[src/rtl/dw02_mult_2_stage_rtl.sv]
// rtl/dw02_mult_2_stage_rtl.sv - two-stage signed/unsigned multiplier (optional checks: DW02_MULT_2_STAGE_CHECK_EN)
module dw02_mult_2_stage_rtl #(
   parameter int A_width = 8,
   parameter int B_width = 8
) (
   input  logic                       CLK,
   input  logic                       reset_n,
   input  logic [A_width-1:0]         A,
   input  logic [B_width-1:0]         B,
   input  logic                       TC,
   output logic [A_width+B_width-1:0] PRODUCT
);

   localparam int W = A_width + B_width;

   // Both operands are widened to the full product width. With TC=1 they are
   // sign-extended, so the modulo-2^W product of the widened values is the
   // exact two's complement product; with TC=0 they are zero-extended.
   logic [W-1:0] a_ext;
   logic [W-1:0] b_ext;

   // Carry-save accumulator pair, combinational (stage 1) and registered.
   logic [W-1:0] sum_d;
   logic [W-1:0] carry_d;
   logic [W-1:0] sum_q;
   logic [W-1:0] carry_q;

   // operand widening according to TC
   always_comb begin
      a_ext = {{B_width{TC & A[A_width-1]}}, A};
      b_ext = {{A_width{TC & B[B_width-1]}}, B};
   end

   // stage 1: partial products folded into a sum/carry pair by a chain of 3:2 compressors
   always_comb begin
      logic [W-1:0] row;
      logic [W-1:0] s;
      logic [W-1:0] c;
      s = '0;
      c = '0;
      row = '0;
      for (int i = 0; i < W; i++) begin
         row = b_ext[i] ? (a_ext << i) : '0;
         {s, c} = {s ^ c ^ row, ((s & c) | (s & row) | (c & row)) << 1};
      end
      sum_d   = s;
      carry_d = c;
   end

   // pipeline register between reduction and final addition, cleared by reset
   always_ff @(posedge CLK) begin
      if (!reset_n) begin
         sum_q   <= '0;
         carry_q <= '0;
      end else begin
         sum_q   <= sum_d;
         carry_q <= carry_d;
      end
   end

   // stage 2: carry-propagate add from registered state only
   always_comb begin
      PRODUCT = sum_q + carry_q;
   end

`ifdef DW02_MULT_2_STAGE_CHECK_EN
   if (A_width < 1) begin : g_bad_a_width
      $error("dw02_mult_2_stage_rtl: A_width must be >= 1");
   end
   if (B_width < 1) begin : g_bad_b_width
      $error("dw02_mult_2_stage_rtl: B_width must be >= 1");
   end

   // flag unknown operands whenever they are actually captured
   always @(posedge CLK) begin
      if (reset_n === 1'b1 && $isunknown({TC, A, B})) begin
         $error("dw02_mult_2_stage_rtl: X/Z on TC, A or B at active clock edge");
      end
   end
`endif

endmodule

[config.mk]
export PLATFORM = sky130hd
export DESIGN_NAME = dw02_mult_2_stage_rtl
export DESIGN_NICKNAME = d
export VERILOG_FILES = /design/src/rtl/dw02_mult_2_stage_rtl.sv
export SDC_FILE = /design/constraint.sdc
export NUM_CORES = 1
export LEC_CHECK = 0
export CAP_MARGIN = 20
export CELL_PAD_IN_SITES_DETAIL_PLACEMENT = 1
export CELL_PAD_IN_SITES_GLOBAL_PLACEMENT = 2
export CORE_MARGIN = 2
export CORE_UTILIZATION = 41
export CTS_CLUSTER_DIAMETER = 50
export DETAILED_ROUTE_END_ITERATION = 10
export PLACE_DENSITY_LB_ADDON = 0.1
export SYNTH_ARGS = -nofsm -noshare
export SYNTH_HDL_FRONTEND = slang
export SYNTH_SLANG_ARGS = --single-unit
[constraint.sdc]
create_clock -name CLK -period 14.6 [get_ports CLK]
set_input_delay 2.92 -clock CLK [delete_from_list [all_inputs] [get_ports CLK]]
set_output_delay 2.92 -clock CLK [all_outputs]
set_load 0.02 [all_outputs]
==> results of run 1 <==
## metrics by stage
step / instances / worst slack [ns]
after global placement: 399 / 2.95
after global routing: 403 / 2.75
after floorplan: 277 / 3.72
after detailed placement: 399 / 2.73
final: 403 / 3.08
after CTS: 403 / 2.98
## final cells by class
type	instances	area share, %
repair buffers	34	9.87
inverters	46	5.01
flip-flops and latches	16	9.29
well taps	99	3.59
multi-input cells	204	70.6
clock buffers	4	1.60
## cells by family after synthesis
| kind of cell | count (synthesis) | share of synthesized area (%) |
|---|---|---|
| simple gates | 98 | 18.3 |
| fa+ha+maj | 90 | 58.0 |
| buf+inv | 57 | 7.48 |
| flops | 16 | 10.8 |
| xor+xnor | 15 | 5.34 |
| compound gates | 1 | 0.168 |
## path summary, 6_finish.rpt
kind,to,depth (start not counted)
setup / recovery,sum_q[15],25
hold / removal,sum_q[0],2
## power breakdown
part	internal, µW	switching [µW]	leakage, µW
sequential	63.4	3.23	0.000133
combinational	325	323	0.00139
clock	23.9	13.9	0.0000288
## layer usage
metal	routed length [µm]	vias up	global-route usage (%)
li1	-	858	-
met1	2070	956	17.9
met2	2800	28	27.7
met3	132	2	0.646
met4	45	0	4.48
met5	0	-	0
## Yosys cell counts (2+ instances only)
library cell / instances
nand2_1: 23
buf_2: 4
fa_1: 80
and2_1: 44
xnor2_1: 10
clkbuf_1: 6
ha_1: 10
nor2b_1: 13
inv_1: 45
xor2_1: 3
nand3_1: 6
and3_1: 8
xnor3_1: 2
dfxtp_1: 16
nor2_1: 3
==> reports/results.tsv, run 1 <==
stage	metric	value	unit
outcome	outcome	completed	
setup_path	slowest stage cell on the critical path	clkdlybuf4s50_1	
run	number of max-capacitance violations reported	0	
layout	antenna diode instance count	0	
layout	largest register by flop count	sum_q	
cts	TritonCTS clock tree	done	
cts	H-tree depth	1	
timing	shortest clock period the worst path allows after layout	11.52	ns
layout	area delta synth->final	15.8	%
synth	number of nets produced by synthesis	386	
setup_path	CP Class	input port to flop	
cts	postcts setup bufs	0	
floorplan	die height	89.2	µm
placed_design	detailed-placement wirelength estimate	4620	µm
cts	Root Buffer Master	clkbuf_8	
setup_path	Critical Path Most Common Cell	fa_1	
floorplan	Die Width	89.2	µm
global_routing	pin count of the biggest net entering global routing	17	
synth	count of unique library cells instantiated by Yosys	19	
synth	Cells after Synth	277	
timing	worst slew pin tran	0.541	ns
cts	number of sinks driven by the clock tree	16	
synth	Synth area leaders	fa_1 (54%), dfxtp_1 (11%), and2_1 (9.2%)	
setup_path	critical path startpoint category	input port	
timing	max-slew violation count	0	
layout	final core occ	48.3	%
layout	multi-input logic area	2430	µm²
cts	Num CTS Buffers	3	
timing	Post-Route Setup TNS	0	ns
cts	number of gates given a new drive strength after cts	0	
route	via-per-instance ratio	4.58	
route	number of routed nets with antenna violations	0	
route	Post-Route WL	5050	µm
timing	total count of hold-check failures in the final report	0	
synth	cell area after synthesis	2980	µm²
synth	cell type with the largest total area after synthesis	fa_1	
setup_path	Critical Path End Type	flop	
floorplan	floorplan die area	7960	µm²
layout	Largest register FFs	16	
setup_path	cell family with most CP delay	adder cells	
route	TritonRoute pass-1 iters	4	
route	detailed-route wire length per cell	12.5	µm
synth	share of async-settable or async-resettable flops after synthesis	0	%
synth	Synth top area share	53.8	%
synth	share of the yosys chip area belonging to registers	10.8	%
synth	post-synthesis area per instance	10.8	µm²
placed_design	area of placed instances	3390	µm²
timing	endpoints failing setup	0	
layout	share of final-layout standard cells stronger than drive strength 1	1.97	%
floorplan	Ports	35	
placed_design	Placer Congestion	0.705	
setup_path	worst setup path startpoint	TC	
layout	area used by sequential logic in the layout	320	µm²
floorplan	number of rows in the core area	31	
global_routing	global route total overflow	0	
worst_hold_path	Min-Delay Startpoint	B[0]	
setup_path	required time of the worst setup path	14.74	ns
synth	count of flip-flops with a built-in enable after synthesis	0	
cts	maximum buffer depth of the clock tree	2	
power	total power draw	752	µW
power	largest voltage drop on the vdd net	0.120	mV
timing	Period Utilization, post-route	78.9	%
global_routing	via count of the first global-routing pass	2094	
global_routing	first-pass GRT wire length	9050	µm
layout	registers with the most flip-flops	sum_q x16	
power	power density relative to cell area	218	nW/µm²
setup_path	number of buffer and inverter stages on the critical path	4	
synth	prevailing post-synth register cell	dfxtp_1	
global_routing	overall routing resource usage	14.6	%
route	vias post-DR	1844	
layout	highest-count cells in the layout ignoring fill and taps	fa_1 (80), inv_1 (45), and2_1 (44)	
layout	post-route cell area	3450	µm²
layout	most common library cell in the layout ignoring fill and taps	fa_1	
setup_path	data arrival at the endpoint of the critical path	11.66	ns
setup_path	Max stage delay on crit path	0.80	ns
synth	yosys warns	0	
placed_design	input/output buffers	34	
timing	Max-Slew Margin vs Limit	63.9	%
synth	flop and latch count out of synthesis	16	
floorplan	core region area	7140	µm²
power	cell leakage power	0.00155	µW
worst_hold_path	Tightest Hold Check Type	input port to flop	
timing	unrepaired setup endpoints after global routing	false	
route	initial DRC count	16	
global_routing	initial antenna violation count	0	
route	final routed DRC violation total	0	
layout	# fillers	808	
timing	Max Freq	86.8	MHz
timing	smallest hold slack	3.54	ns
cts	clock edge transition at the registers on the reported setup and hold paths	0.06	ns
floorplan	Initial Util	41.7	%
cts	hold buffers post-CTS	0	
layout	post-layout net count	414	
setup_path	maximum fanout along the worst path	15	
Note: power is estimated with default switching activity, not from simulation.
==> run 2: changes to the inputs <==
--- a/config.mk
+++ b/config.mk
@@ -9,7 +9,7 @@
 export CELL_PAD_IN_SITES_DETAIL_PLACEMENT = 1
 export CELL_PAD_IN_SITES_GLOBAL_PLACEMENT = 2
 export CORE_MARGIN = 2
-export CORE_UTILIZATION = 41
+export CORE_UTILIZATION = 34
 export CTS_CLUSTER_DIAMETER = 50
 export DETAILED_ROUTE_END_ITERATION = 10
 export PLACE_DENSITY_LB_ADDON = 0.1
==> constraint.sdc (replaced) <==
create_clock -name CLK -period 9.4 [get_ports CLK]
set_input_delay 1.88 -clock CLK [delete_from_list [all_inputs] [get_ports CLK]]
set_output_delay 1.88 -clock CLK [all_outputs]
set_load 0.02 [all_outputs]
==> run 2 against run 1 <==
The flow now finishes with violations (setup timing). First-iteration DRC count increased by 38%. Worst setup slack got worse by 3.1 ns. Via count increased by 4.5%. Final area increased by 7.2%. Final cell count increased by 6.7%. Flip-flop and latch count unchanged. Largest power group unchanged.
==> reports/results.tsv, run 2 (synthesized netlist as in run 1, its figures left out) <==
stage	metric	value	unit	change
route	Post-Route WL	5300	µm	+5.1%
power	largest voltage drop on the vdd net	0.190	mV	+58%
placed_design	DP Worst Slack	-1.10	ns	-3.83 ns
cts	hold buffers post-CTS	0		unchanged
timing	endpoints failing setup	1		+1
run	number of max-capacitance violations reported	0		unchanged
setup_path	slowest stage cell on the critical path	fa_2		
floorplan	die height	97.6	µm	+9.4%
timing	Max-Slew Margin vs Limit	63.8	%	-0.092 points
global_routing	pin count of the biggest net entering global routing	17		unchanged
floorplan	Initial Util	34.7	%	-7.1 points
setup_path	Critical Path End Type	flop		
timing	Post-Route Setup TNS	-0.0126	ns	-0.0126 ns
timing	worst slew pin tran	0.542	ns	+0.00138 ns
route	detailed-route wire length per cell	12.3	µm	-1.5%
timing	Max Freq	106	MHz	
route	vias post-DR	1927		+4.5%
cts	postcts setup bufs	0		unchanged
cts	number of sinks driven by the clock tree	16		unchanged
cts	Num CTS Buffers	3		unchanged
route	final routed DRC violation total	0		unchanged
outcome	outcome	finished with violations		
timing	unrepaired setup endpoints after global routing	true		
global_routing	global route total overflow	0		unchanged
layout	area delta synth->final	24.1	%	
floorplan	core region area	8590	µm²	+20%
setup_path	CP Class	input port to flop		
worst_hold_path	Tightest Hold Check Type	input port to flop		
cts	H-tree depth	1		unchanged
layout	antenna diode instance count	0		unchanged
route	TritonRoute pass-1 iters	5		+1
layout	post-layout net count	433		+4.6%
placed_design	input/output buffers	34		unchanged
floorplan	number of rows in the core area	34		+9.7%
power	power density relative to cell area	334	nW/µm²	+53%
floorplan	floorplan die area	9520	µm²	+20%
setup_path	Max stage delay on crit path	0.59	ns	-0.21 ns
power	cell leakage power	0.00162	µW	+4.5%
setup_path	maximum fanout along the worst path	3		-12
outcome	violations in the final reports	setup timing		
placed_design	detailed-placement wirelength estimate	4910	µm	+6.2%
layout	largest register by flop count	sum_q		
timing	max-slew violation count	0		unchanged
timing	final critical-path setup slack	-0.0126	ns	-3.10 ns
layout	Largest register FFs	16		unchanged
cts	maximum buffer depth of the clock tree	2		unchanged
layout	most common library cell in the layout ignoring fill and taps	fa_1		
setup_path	number of buffer and inverter stages on the critical path	6		+2
setup_path	critical path startpoint category	input port		
layout	share of final-layout standard cells stronger than drive strength 1	18.3	%	+16 points
setup_path	data arrival at the endpoint of the critical path	9.55	ns	-2.11 ns
floorplan	Die Width	97.6	µm	+9.4%
setup_path	required time of the worst setup path	9.54	ns	-5.20 ns
layout	highest-count cells in the layout ignoring fill and taps	fa_1 (57), inv_1 (45), and2_1 (44)		
setup_path	Critical Path Most Common Cell	fa_2		
cts	Root Buffer Master	clkbuf_8		
timing	shortest clock period the worst path allows after layout	9.41	ns	
route	initial DRC count	22		+6
global_routing	initial antenna violation count	0		unchanged
floorplan	Ports	35		unchanged
global_routing	via count of the first global-routing pass	2161		+3.2%
global_routing	first-pass GRT wire length	9590	µm	+6.0%
cts	TritonCTS clock tree	done		
global_routing	overall routing resource usage	12.1	%	-2.5 points
placed_design	Placer Congestion	0.693		-1.7%
layout	registers with the most flip-flops	sum_q x16		
cts	clock edge transition at the registers on the reported setup and hold paths	0.06	ns	about the same
route	via-per-instance ratio	4.48		-2.1%
timing	Period Utilization, post-route	100	%	
setup_path	cell family with most CP delay	adder cells		
route	number of routed nets with antenna violations	0		unchanged
timing	total count of hold-check failures in the final report	0		unchanged
[run 2: report_power, final]
| group | leakage (µW) | switching, µW | internal (µW) |
|---|---|---|---|
| Clock | 0.0000216 | 20.2 | 28.3 |
| Combinational | 0.00147 | 532 | 549 |
| Sequential | 0.000133 | 4.91 | 98.5 |
| Total | 0.00162 | 557 | 676 |
[run 2: layer usage]
metal  global-route usage (%)  share of wire, %
met2                     22.3                54
met1                     15.6                44
met3                    0.935               2.1
met4                     2.56              0.58
met5                        0                 0
[run 2: cell type report]
type | instances | area [µm²]
Multi-Input combinational cell | 204 | 2550
Timing Repair Buffer | 53 | 475
Tap cell | 108 | 135
Clock buffer | 3 | 41.3
Fill cell | 956 | 4900
Inverter | 46 | 173
Sequential cell | 16 | 320
[run 2: path summary, 6_finish.rpt]
| check | start | endpoint | slack [ns] | depth (start not counted) |
|---|---|---|---|---|
| setup / recovery | TC | sum_q[15] | -0.01 | 27 |
| hold / removal | B[0] | sum_q[0] | 2.08 | 3 |
[run 2: tightest hold or removal path, delay by kind of cell]
kind / cells / cell delay [ns]
and+or+nand+nor: 1 / 0.14
buffers and inverters: 2 / 0.27
[run 2: what timing repair did]
action,CTS,global route
resized for setup,52,0
endpoints found under the setup margin,2,1
endpoints found under the hold margin,0,0
pin swaps,20,0
[run 2: stage by stage]
stage	cell area (µm²)	util [%]	std cells	hold slack, ns	total power, µW
final	3700	43.0	430	2.08	1230
after global routing	3700	43.0	430	2.08	1440
after CTS	3700	43.0	430	2.07	1280
after detailed placement	3580	41.6	427	2.68	1190
after global placement	3580	41.6	427	2.68	1140
after floorplan	3030	-	277	2.01	933
==> run 3: changes to the inputs <==
--- a/config.mk
+++ b/config.mk
@@ -9,7 +9,7 @@
 export CELL_PAD_IN_SITES_DETAIL_PLACEMENT = 1
 export CELL_PAD_IN_SITES_GLOBAL_PLACEMENT = 2
 export CORE_MARGIN = 2
-export CORE_UTILIZATION = 34
+export CORE_UTILIZATION = 38
 export CTS_CLUSTER_DIAMETER = 50
 export DETAILED_ROUTE_END_ITERATION = 10
 export PLACE_DENSITY_LB_ADDON = 0.1
==> constraint.sdc (replaced) <==
create_clock -name CLK -period 8.7 [get_ports CLK]
set_input_delay 1.74 -clock CLK [delete_from_list [all_inputs] [get_ports CLK]]
set_output_delay 1.74 -clock CLK [all_outputs]
set_load 0.02 [all_outputs]
==> run 3 against run 2 <==
The flow still finishes with violations (setup timing). Die area is 10% lower. Critical endpoint unchanged. First-iteration DRC count increased by 14%. Flip-flop and latch count stayed put. Sequential power grew 8%. Worst hold slack worse by 0.10 ns. Via count is 1.8% higher.
==> reports/results.tsv, run 3 (synthesized netlist as in run 1, its figures left out) <==
stage	metric	value	unit	change
layout	multi-input logic area	2590	µm²	+1.6%
layout	registers with the most flip-flops	sum_q x16		
route	met2 wire length	3100	µm	+8.8%
route	met3 WL post-DR	112	µm	+0.90%
timing	total count of hold-check failures in the final report	0		unchanged
placed_design	detailed-placement wirelength estimate	4870	µm	-0.79%
cts	Num CTS Buffers	3		unchanged
power	fraction of power spent switching nets	44.9	%	-0.29 points
cts	number of sinks driven by the clock tree	16		unchanged
worst_hold_path	Min-Delay Startpoint	B[1]		
worst_hold_path	worst hold path cell count	4		+1
cts	Root Buffer Master	clkbuf_8		
route	final routed DRC violation total	0		unchanged
cts	clock edge transition at the registers on the reported setup and hold paths	0.06	ns	about the same
route	vias post-DR	1961		+1.8%
outcome	violations in the final reports	setup timing		
power	sequential cell fraction of total power	8.0	%	-0.4 points
route	met1 wire length	2210	µm	-4.3%
timing	unrepaired setup endpoints after global routing	true		
layout	area delta synth->final	29.1	%	
setup_path	data arrival at the endpoint of the critical path	9.40	ns	-0.15 ns
power	power density relative to cell area	363	nW/µm²	+8.8%
global_routing	first-pass GRT wire length	9940	µm	+3.7%
floorplan	floorplan die area	8560	µm²	-10%
route	initial DRC count	25		+14%
layout	share of final-layout standard cells stronger than drive strength 1	24.4	%	+6.1 points
route	Post-Route WL	5460	µm	+3.0%
timing	Max Freq	108	MHz	
layout	# fillers	841		-12%
timing	Max-Slew Margin vs Limit	63.2	%	-0.60 points
cts	TritonCTS clock tree	done		
power	share of total power in the clock network	4.5	%	+0.6 points
layout	largest register by flop count	sum_q		
route	detailed-route wire length per cell	12.6	µm	+2.0%
layout	area used by sequential logic in the layout	320	µm²	unchanged
outcome	outcome	finished with violations		
power	cell leakage power	0.00168	µW	+3.3%
layout	post-layout net count	442		+2.1%
timing	Period Utilization, post-route	106	%	
floorplan	core region area	7650	µm²	-11%
cts	hold buffers post-CTS	0		unchanged
cts	H-tree depth	1		unchanged
placed_design	Placer Congestion	0.695		+0.35%
power	internal power summed over all cells	769	µW	+14%
floorplan	die height	92.5	µm	-5.2%
route	Highest Signal Layer	met4		
global_routing	global route total overflow	0		unchanged
global_routing	pin count of the biggest net entering global routing	17		unchanged
setup_path	CP Class	input port to flop		
cts	maximum buffer depth of the clock tree	2		unchanged
route	number of routed nets with antenna violations	0		unchanged
setup_path	critical path startpoint category	input port		
worst_hold_path	hold-critical path endpoint	sum_q[1]		
layout	Largest register FFs	16		unchanged
layout	highest-count cells in the layout ignoring fill and taps	fa_1 (49), and2_1 (44), inv_1 (43)		
power	Comb power frac	87.5	%	-0.2 points
placed_design	area of placed instances	3590	µm²	+0.42%
power	largest voltage drop on the vdd net	0.240	mV	+26%
setup_path	required time of the worst setup path	8.84	ns	-0.70 ns
timing	max-slew violation count	0		unchanged
route	TritonRoute pass-1 iters	4		-1
layout	post-route cell area	3840	µm²	+4.0%
run	number of max-capacitance violations reported	0		unchanged
setup_path	maximum fanout along the worst path	2		-1
layout	antenna diode instance count	0		unchanged
worst_hold_path	Tightest Hold Check Type	input port to flop		
floorplan	Initial Util	38.9	%	+4.3 points
timing	worst slew pin tran	0.551	ns	+0.00904 ns
global_routing	via count of the first global-routing pass	2233		+3.3%
layout	most common library cell in the layout ignoring fill and taps	fa_1		
global_routing	overall routing resource usage	14.4	%	+2.2 points
timing	shortest clock period the worst path allows after layout	9.26	ns	
power	switching power summed over all nets	626	µW	+12%
layout	final core occ	50.3	%	+7.3 points
floorplan	number of rows in the core area	32		-5.9%
setup_path	Critical Path End Type	flop		
placed_design	input/output buffers	34		unchanged
route	via-per-instance ratio	4.52		+0.83%
floorplan	Die Width	92.5	µm	-5.2%
floorplan	Ports	35		unchanged
timing	endpoints failing setup	1		unchanged
global_routing	initial antenna violation count	0		unchanged
timing	final critical-path setup slack	-0.559	ns	-0.547 ns
==> run 3: cell count changes in the layout (fill, tap and decap cells not counted), sizes merged <==
| cell | before | now |
|---|---|---|
| dlygate4sd2 | 1 | 2 |
| clkbuf | 3 | 4 |
| buf | 23 | 32 |
| clkdlybuf4s50 | 29 | 28 |
==> run 3: per-stage QoR <==
| step | setup TNS, ns | hold slack (ns) | setup slack (ns) | cells | total power [µW] |
|---|---|---|---|---|---|
| after floorplan | -0.924 | 1.87 | -0.763 | 277 | 1010 |
| after global placement | -2.53 | 2.53 | -1.44 | 424 | 1220 |
| after detailed placement | -3.01 | 2.53 | -1.66 | 424 | 1270 |
| after CTS | -0.596 | 1.98 | -0.596 | 433 | 1420 |
| after global routing | -0.955 | 2.03 | -0.818 | 434 | 1620 |
| final | -0.559 | 1.98 | -0.559 | 434 | 1390 |
==> run 3: area by class of cell <==
type	count	share of cell area, %
repair buffers	62	15.0
inverters	46	4.49
well taps	102	3.32
multi-input cells	204	67.4
clock buffers	4	1.43
flip-flops and latches	16	8.33
==> run 3: per-layer routing <==
layer | up-vias | GRT usage [%]
met4 | 0 | 3.36
met1 | 1025 | 17.6
met5 | - | 0
met2 | 24 | 27.7
met3 | 2 | 0.651
li1 | 910 | -
==> run 3: worst max path at each step <==
stage | from | to | slack, ns | cells after the start
after floorplan | TC | sum_q[15] | -0.76 | 26
after global placement | B[1] | sum_q[15] | -1.44 | 25
after detailed placement | B[1] | sum_q[15] | -1.66 | 25
after CTS | A[7] | sum_q[15] | -0.60 | 26
after global routing | B[0] | sum_q[15] | -0.82 | 26
final | B[3] | sum_q[15] | -0.56 | 23
==> run 3: power by group through the flow <==
stage                     Sequential [µW]  Combinational [µW]  Clock [µW]
after detailed placement              113                1160           0
after floorplan                       144                 865           0
final                                 111                1220        63.4
after CTS                             112                1240        64.9
after global routing                  113                1440        68.8
after global placement                113                1110           0
==> run 3: worst max-delay path, cell delays in order <==
cell and delay (ns):
clkdlybuf4s50_1 0.41, and3_1 0.19, fa_1 0.58, fa_1 0.47
fa_1 0.48, buf_4 0.16, fa_1 0.50, inv_1 0.06
fa_1 0.48, inv_1 0.05, fa_1 0.45, fa_1 0.54
fa_1 0.45, fa_1 0.55, fa_1 0.44, fa_1 0.54
inv_2 0.05, fa_2 0.39, xor2_2 0.16, xnor2_1 0.19
xnor2_1 0.14, xnor3_1 0.22, and2_1 0.16
==> run 3: repair_timing <==
action | CTS | global route
pin swaps | 26 | 2
setup endpoints to repair | 3 | 2
gates resized for setup | 70 | 3
buffers inserted | 5 | 1
gates cloned | 0 | 0
endpoints found under the hold margin | 0 | 0
